File: config.mk
export PLATFORM = sky130hd
export DESIGN_NAME = shift_port_arbiter_flat
export DESIGN_NICKNAME = d
export VERILOG_FILES = /design/src/rtl/shift_port_arbiter_if.sv /design/src/rtl/shift_port_arbiter.sv /design/src/flat_wrapper.sv
export SDC_FILE = /design/constraint.sdc
export NUM_CORES = 1
export LEC_CHECK = 0
export BUFFER_PORTS_ARGS = -buffer_cell sky130_fd_sc_hd__buf_2
export CORE_MARGIN = 2
export CORE_UTILIZATION = 35
export CTS_CLUSTER_DIAMETER = 40
export DETAILED_ROUTE_END_ITERATION = 12
export GPL_ROUTABILITY_DRIVEN = 0
export GPL_TIMING_DRIVEN = 0
export PLACE_DENSITY_LB_ADDON = 0.3
export SLEW_MARGIN = 20
export SYNTH_ARGS = -nofsm -noshare
export SYNTH_HDL_FRONTEND = slang
export SYNTH_SLANG_ARGS = --single-unit
File: constraint.sdc
create_clock -name clock -period 5.1 [get_ports clock]
set_input_delay 0.255 -clock clock [delete_from_list [all_inputs] [get_ports clock]]
set_output_delay 0.255 -clock clock [all_outputs]
set_load 0.1 [all_outputs]
File: src/rtl/shift_port_arbiter_if.sv
// Handshake and serial-load bundle between two word requesters, the arbiter
// and the downstream serial-in shift register.
interface shift_port_arbiter_if #(
    parameter int WIDTH = 4
);
    logic             req0_valid;
    logic [WIDTH-1:0] req0_data;
    logic             req0_ready;
    logic             req1_valid;
    logic [WIDTH-1:0] req1_data;
    logic             req1_ready;
    logic             shift_en;
    logic             shift_bit;
    logic             busy;
    logic             grant_id;
    logic             done;
    logic             done_id;

    modport master (
        output req0_valid, req0_data,
        input  req0_ready,
        output req1_valid, req1_data,
        input  req1_ready,
        input  shift_en, shift_bit, busy, grant_id, done, done_id
    );

    modport slave (
        input  req0_valid, req0_data,
        output req0_ready,
        input  req1_valid, req1_data,
        output req1_ready,
        output shift_en, shift_bit, busy, grant_id, done, done_id
    );
endinterface

File: src/rtl/shift_port_arbiter.sv
// Round-robin arbiter that loads one requester's word into a shared serial-in
// shift register, LSB first, then pulses done with the owner's id.
module shift_port_arbiter #(
    parameter int WIDTH = 4,
    parameter int GAP   = 1
) (
    input  logic                  clock,
    input  logic                  reset,
    shift_port_arbiter_if.slave   arb_io
);
    localparam int CNT_W = (WIDTH > 1) ? $clog2(WIDTH) : 1;
    localparam logic [CNT_W-1:0] CNT_LAST = CNT_W'(WIDTH - 1);
    localparam logic [3:0]       GAP_INIT = 4'(GAP);

    typedef enum logic [1:0] {
        S_IDLE,
        S_SHIFT,
        S_DONE,
        S_GAP
    } state_t;

    state_t           state_q, state_d;
    logic [CNT_W-1:0] cnt_q, cnt_d;
    logic [3:0]       gap_q, gap_d;
    logic [WIDTH-1:0] word_q, word_d;
    logic             last_q, last_d;
    logic             grant_q, grant_d;
    logic             shift_en_q, shift_en_d;
    logic             shift_bit_q, shift_bit_d;
    logic             done_q, done_d;
    logic             done_id_q, done_id_d;
    logic             sel1, ready0, ready1;

    // A tie goes to whichever requester did not win last time.
    always_comb begin
        sel1   = arb_io.req1_valid && (!arb_io.req0_valid || !last_q);
        ready0 = (state_q == S_IDLE) && arb_io.req0_valid && !sel1;
        ready1 = (state_q == S_IDLE) && sel1;
    end

    always_comb begin
        state_d   = state_q;
        cnt_d     = cnt_q;
        gap_d     = gap_q;
        word_d    = word_q;
        last_d    = last_q;
        grant_d   = grant_q;
        done_id_d = done_id_q;
        unique case (state_q)
            S_IDLE: begin
                if (ready0) begin
                    word_d  = arb_io.req0_data;
                    grant_d = 1'b0;
                    last_d  = 1'b0;
                    cnt_d   = '0;
                    state_d = S_SHIFT;
                end else if (ready1) begin
                    word_d  = arb_io.req1_data;
                    grant_d = 1'b1;
                    last_d  = 1'b1;
                    cnt_d   = '0;
                    state_d = S_SHIFT;
                end
            end
            S_SHIFT: begin
                if (cnt_q == CNT_LAST) begin
                    state_d = S_DONE;
                end else begin
                    cnt_d = cnt_q + 1'b1;
                end
            end
            S_DONE: begin
                if (GAP_INIT == 4'd0) begin
                    state_d = S_IDLE;
                end else begin
                    gap_d   = GAP_INIT;
                    state_d = S_GAP;
                end
            end
            S_GAP: begin
                if (gap_q <= 4'd1) begin
                    state_d = S_IDLE;
                end else begin
                    gap_d = gap_q - 4'd1;
                end
            end
            default: state_d = S_IDLE;
        endcase

        // Serial outputs are registered from the next state so the bit for
        // counter value N is presented during the cycle the FSM sits at N.
        shift_en_d  = (state_d == S_SHIFT);
        shift_bit_d = shift_en_d & word_d[cnt_d];
        done_d      = (state_d == S_DONE);
        if (done_d) begin
            done_id_d = grant_d;
        end
    end

    always_ff @(posedge clock or posedge reset) begin
        if (reset) begin
            state_q     <= S_IDLE;
            cnt_q       <= '0;
            gap_q       <= 4'd0;
            last_q      <= 1'b1;
            grant_q     <= 1'b0;
            shift_en_q  <= 1'b0;
            shift_bit_q <= 1'b0;
            done_q      <= 1'b0;
            done_id_q   <= 1'b0;
        end else begin
            state_q     <= state_d;
            cnt_q       <= cnt_d;
            gap_q       <= gap_d;
            last_q      <= last_d;
            grant_q     <= grant_d;
            shift_en_q  <= shift_en_d;
            shift_bit_q <= shift_bit_d;
            done_q      <= done_d;
            done_id_q   <= done_id_d;
        end
    end

    always_ff @(posedge clock) begin
        word_q <= word_d;
    end

    assign arb_io.req0_ready = ready0;
    assign arb_io.req1_ready = ready1;
    assign arb_io.shift_en   = shift_en_q;
    assign arb_io.shift_bit  = shift_bit_q;
    assign arb_io.busy       = (state_q != S_IDLE);
    assign arb_io.grant_id   = grant_q;
    assign arb_io.done       = done_q;
    assign arb_io.done_id    = done_id_q;
endmodule

File: src/flat_wrapper.sv
// flat-port wrapper written by rule: the top's interface ports become plain ports
module shift_port_arbiter_flat 
#(
    parameter int WIDTH = 4,
    parameter int GAP   = 1
)
  (clock, reset, arb_io_req0_valid, arb_io_req0_data, arb_io_req0_ready, arb_io_req1_valid, arb_io_req1_data, arb_io_req1_ready, arb_io_shift_en, arb_io_shift_bit, arb_io_busy, arb_io_grant_id, arb_io_done, arb_io_done_id);
  shift_port_arbiter_if #(.WIDTH(WIDTH)) arb_io_i ();
  input  logic clock;
  input  logic reset;
  input wire logic [$bits(arb_io_i.req0_valid)-1:0] arb_io_req0_valid;
  input wire logic [$bits(arb_io_i.req0_data)-1:0] arb_io_req0_data;
  output wire logic [$bits(arb_io_i.req0_ready)-1:0] arb_io_req0_ready;
  input wire logic [$bits(arb_io_i.req1_valid)-1:0] arb_io_req1_valid;
  input wire logic [$bits(arb_io_i.req1_data)-1:0] arb_io_req1_data;
  output wire logic [$bits(arb_io_i.req1_ready)-1:0] arb_io_req1_ready;
  output wire logic [$bits(arb_io_i.shift_en)-1:0] arb_io_shift_en;
  output wire logic [$bits(arb_io_i.shift_bit)-1:0] arb_io_shift_bit;
  output wire logic [$bits(arb_io_i.busy)-1:0] arb_io_busy;
  output wire logic [$bits(arb_io_i.grant_id)-1:0] arb_io_grant_id;
  output wire logic [$bits(arb_io_i.done)-1:0] arb_io_done;
  output wire logic [$bits(arb_io_i.done_id)-1:0] arb_io_done_id;
  assign arb_io_i.req0_valid = arb_io_req0_valid;
  assign arb_io_i.req0_data = arb_io_req0_data;
  assign arb_io_req0_ready = arb_io_i.req0_ready;
  assign arb_io_i.req1_valid = arb_io_req1_valid;
  assign arb_io_i.req1_data = arb_io_req1_data;
  assign arb_io_req1_ready = arb_io_i.req1_ready;
  assign arb_io_shift_en = arb_io_i.shift_en;
  assign arb_io_shift_bit = arb_io_i.shift_bit;
  assign arb_io_busy = arb_io_i.busy;
  assign arb_io_grant_id = arb_io_i.grant_id;
  assign arb_io_done = arb_io_i.done;
  assign arb_io_done_id = arb_io_i.done_id;
  shift_port_arbiter #(.WIDTH(WIDTH), .GAP(GAP)) u_core (.clock(clock), .reset(reset), .arb_io(arb_io_i));
endmodule
==> metrics.txt <==
status=complete, but fails checks; violations in the final reports=hold timing; Max Clock Freq=484 MHz; hold slack=-0.0175 ns; largest net degree at the start of global routing=15; Syn Nets=118; Setup Fix Bufs, Post-CTS=0; Final Hold Viols=13; Congestion Overflow GR=0; # DRC=0; die area=0.00307 mm2; compound-cell area share of the yosys netlist=0.199; share of layout cells above drive strength 1=0.228; type of the worst setup path=register to primary output; #FFs+latches synth=18; Area Growth Syn to Fin=18.3%; leading area contributor after synthesis=dfrtp_1; Num CTS Buffers=3; global-route wire length before repair=3460 um; Area contributors post-synth=dfrtp_1 35%, dfxtp_1 8.7%, o21ai_0 7.0%; crit path buf inv count=3; unrepaired setup endpoints after global routing=false; post-cts resize count=0; Post-Place Setup Slack=3.33 ns; DRT antenna net count=0; final WL=1880 um; CTS sink cnt=18; share of the synthesized area in the top cell type=0.352; leakage power=0.529 nW; syn_area_per_cell=8.88 um2; Total Routing Usage GR=0.139; register area share after synthesis=0.467; Worst Slack Setup Final=3.04 ns; Post-Syn Instances=104; Post-DP HPWL=1470 um; Final Power=0.000770 W; Buffers on Ports=19; CP peak stage delay=0.44 ns; Detailed Route Iter0 Violations=11; # setup viols final=0; Hold Path Class=primary input to async pin; proportion of synthesized area in mux cells=0.0122; P per Cell Area=705 mW/mm2; fin util=0.437; Startpoint Class=register; std cell rows=18; IO Pins=20; vias in the first global route=783; Clock Tree Root=clkbuf_4; CP Data Arrival Time=1.81 ns; WL/cell=12.0 um; final setup TNS=0 ns; Worst-Skew Late Latency=0.29 ns; Clock Skews=0.00559 ns; Post-synth EDFFs=0; TritonRoute pass-1 iters=6; Synth Area in Simple Gates=0.205; slew at the pin closest to its max-slew limit=0.546 ns; post-synthesis cell area=923 um2; Post-synth ARST share=0.778; Chip Height=55.4 um; largest family of logic cells by synthesized area=simple AND/OR/NAND/NOR gates; clock buffer depth=2; CP Cell Sequence=buf_6 -> nor2_1 -> nand3_1 -> inv_1 -> buf_2; Synth Flop Type=dfrtp_1; fillers=257; crit path capture type=primary output; H-tree depth=1; Crit path required time=4.85 ns; Initial Util=0.369; pins over their slew limit=0; die width=55.4 um; worst vdd ir=0.398 mV; Slowest-stage cell, CP=buf_2; xor-xnor portion of the synthesized cell area=0; Post-CTS Hold Buffers=0; CTS tree=built; n_diodes=0; Worst Path Max Fanout=8; fraction of the mapped netlist area in adder cells=0.0271; maxcap violations=0; Final min period=2.06 ns; final period utilization=0.405; CP delay by family, top=buffers and inverters; Avg Vias per Cell=5.03; via count=789; initial antenna violation count=0; floorplan core area=0.00250 mm2; warnings from Yosys=0; Worst-path clk slew=0.11 ns; slew margin rel.=0.636; post-synth cell types=31; nets=142
[metrics by stage]
stage	area, um2	cells
CTS	1090	157
global placement	1060	153
detailed placement	1060	153
global route	1090	157
floorplan	923	104
finish	1090	157
[area by class of cell]
cell class / count / area (um2) / area share
Sequential cell: 18 / 432 / 0.395
Multi-Input combinational cell: 68 / 409 / 0.375
Timing Repair Buffer: 19 / 95.1 / 0.0871
Inverter: 13 / 48.8 / 0.0447
Tap cell: 30 / 37.5 / 0.0344
Clock buffer: 4 / 36.3 / 0.0332
Buffer: 5 / 33.8 / 0.0309
[flip-flops by register name (all words and copies together) (netlist names)]
name                     flops
u_core.arb_io.done_id        1
u_core.word_q                4
u_core.arb_io.done           1
u_core.arb_io.shift_en       1
u_core.gap_q                 4
u_core.arb_io.shift_bit      1
u_core.arb_io.grant_id       1
u_core.state_q               2
u_core.last_q                1
u_core.cnt_q                 2
[per-layer routing]
metal / wire [um] / share of wire / global-route usage
met5: 0 / 0 / 0
met4: 12 / 0.0064 / 0.0209
met3: 129 / 0.069 / 0.0445
met2: 868 / 0.46 / 0.241
met1: 872 / 0.46 / 0.172
[cell usage after synthesis (all sizes together) (2+ instances only)]
| cell type | count |
|---|---|
| ha | 2 |
| clkbuf | 2 |
| o21ai | 13 |
| a21oi | 2 |
| a31oi | 2 |
| nor3 | 4 |
| nand3 | 6 |
| buf | 3 |
| nand2 | 11 |
| inv | 13 |
| nand2b | 3 |
| nor2 | 9 |
| dfxtp | 4 |
| o2bb2ai | 2 |
| dfrtp | 13 |
| nor3b | 2 |
[where the power goes]
| group | switching [W] | internal [W] |
|---|---|---|
| registers | 0.0000224 | 0.000200 |
| clock network | 0.0000448 | 0.0000435 |
| logic | 0.000345 | 0.000115 |
[final timing paths]
kind	slack, ns	endpoint	depth (start not counted)	from
max	3.04	arb_io_req0_ready	5	u_core.state_q[1]$_DFF_PP0_
min	-0.02	u_core.arb_io.done_id$_DFFE_PP0N_	2	reset
max reg2reg	3.28	u_core.arb_io.shift_bit$_DFF_PP0_	7	u_core.state_q[1]$_DFF_PP0_
min reg2reg	0.49	u_core.word_q[0]$_DFF_P_	2	u_core.word_q[0]$_DFF_P_
max in group asynchronous	4.75	u_core.last_q$_DFFE_PP1P_	2	reset
min in group clock	0.17	u_core.word_q[2]$_DFF_P_	3	arb_io_req0_data[2]
[kinds of logic (layout without fill, tap and decap cells)]
family | after synthesis | in the layout
and+or+nand+nor | 38 | 38
AOI/OAI and AO/OA | 27 | 27
DFF | 18 | 18
buffers and inverters | 18 | 41
adders and majority gates | 2 | 2
muxes | 1 | 1
[layout by cell type (no fill, tap or decap), drive strengths merged, types with 2 or more instances in the layout]
master / n
ha: 2
o2bb2ai: 2
a21oi: 2
nor2: 9
buf: 22
dfxtp: 4
nand2b: 3
clkbuf: 6
nand3: 6
a31oi: 2
nor3: 4
o21ai: 13
nor3b: 2
dfrtp: 13
nand2: 11
inv: 13
Power figures use the tool's default switching activity.
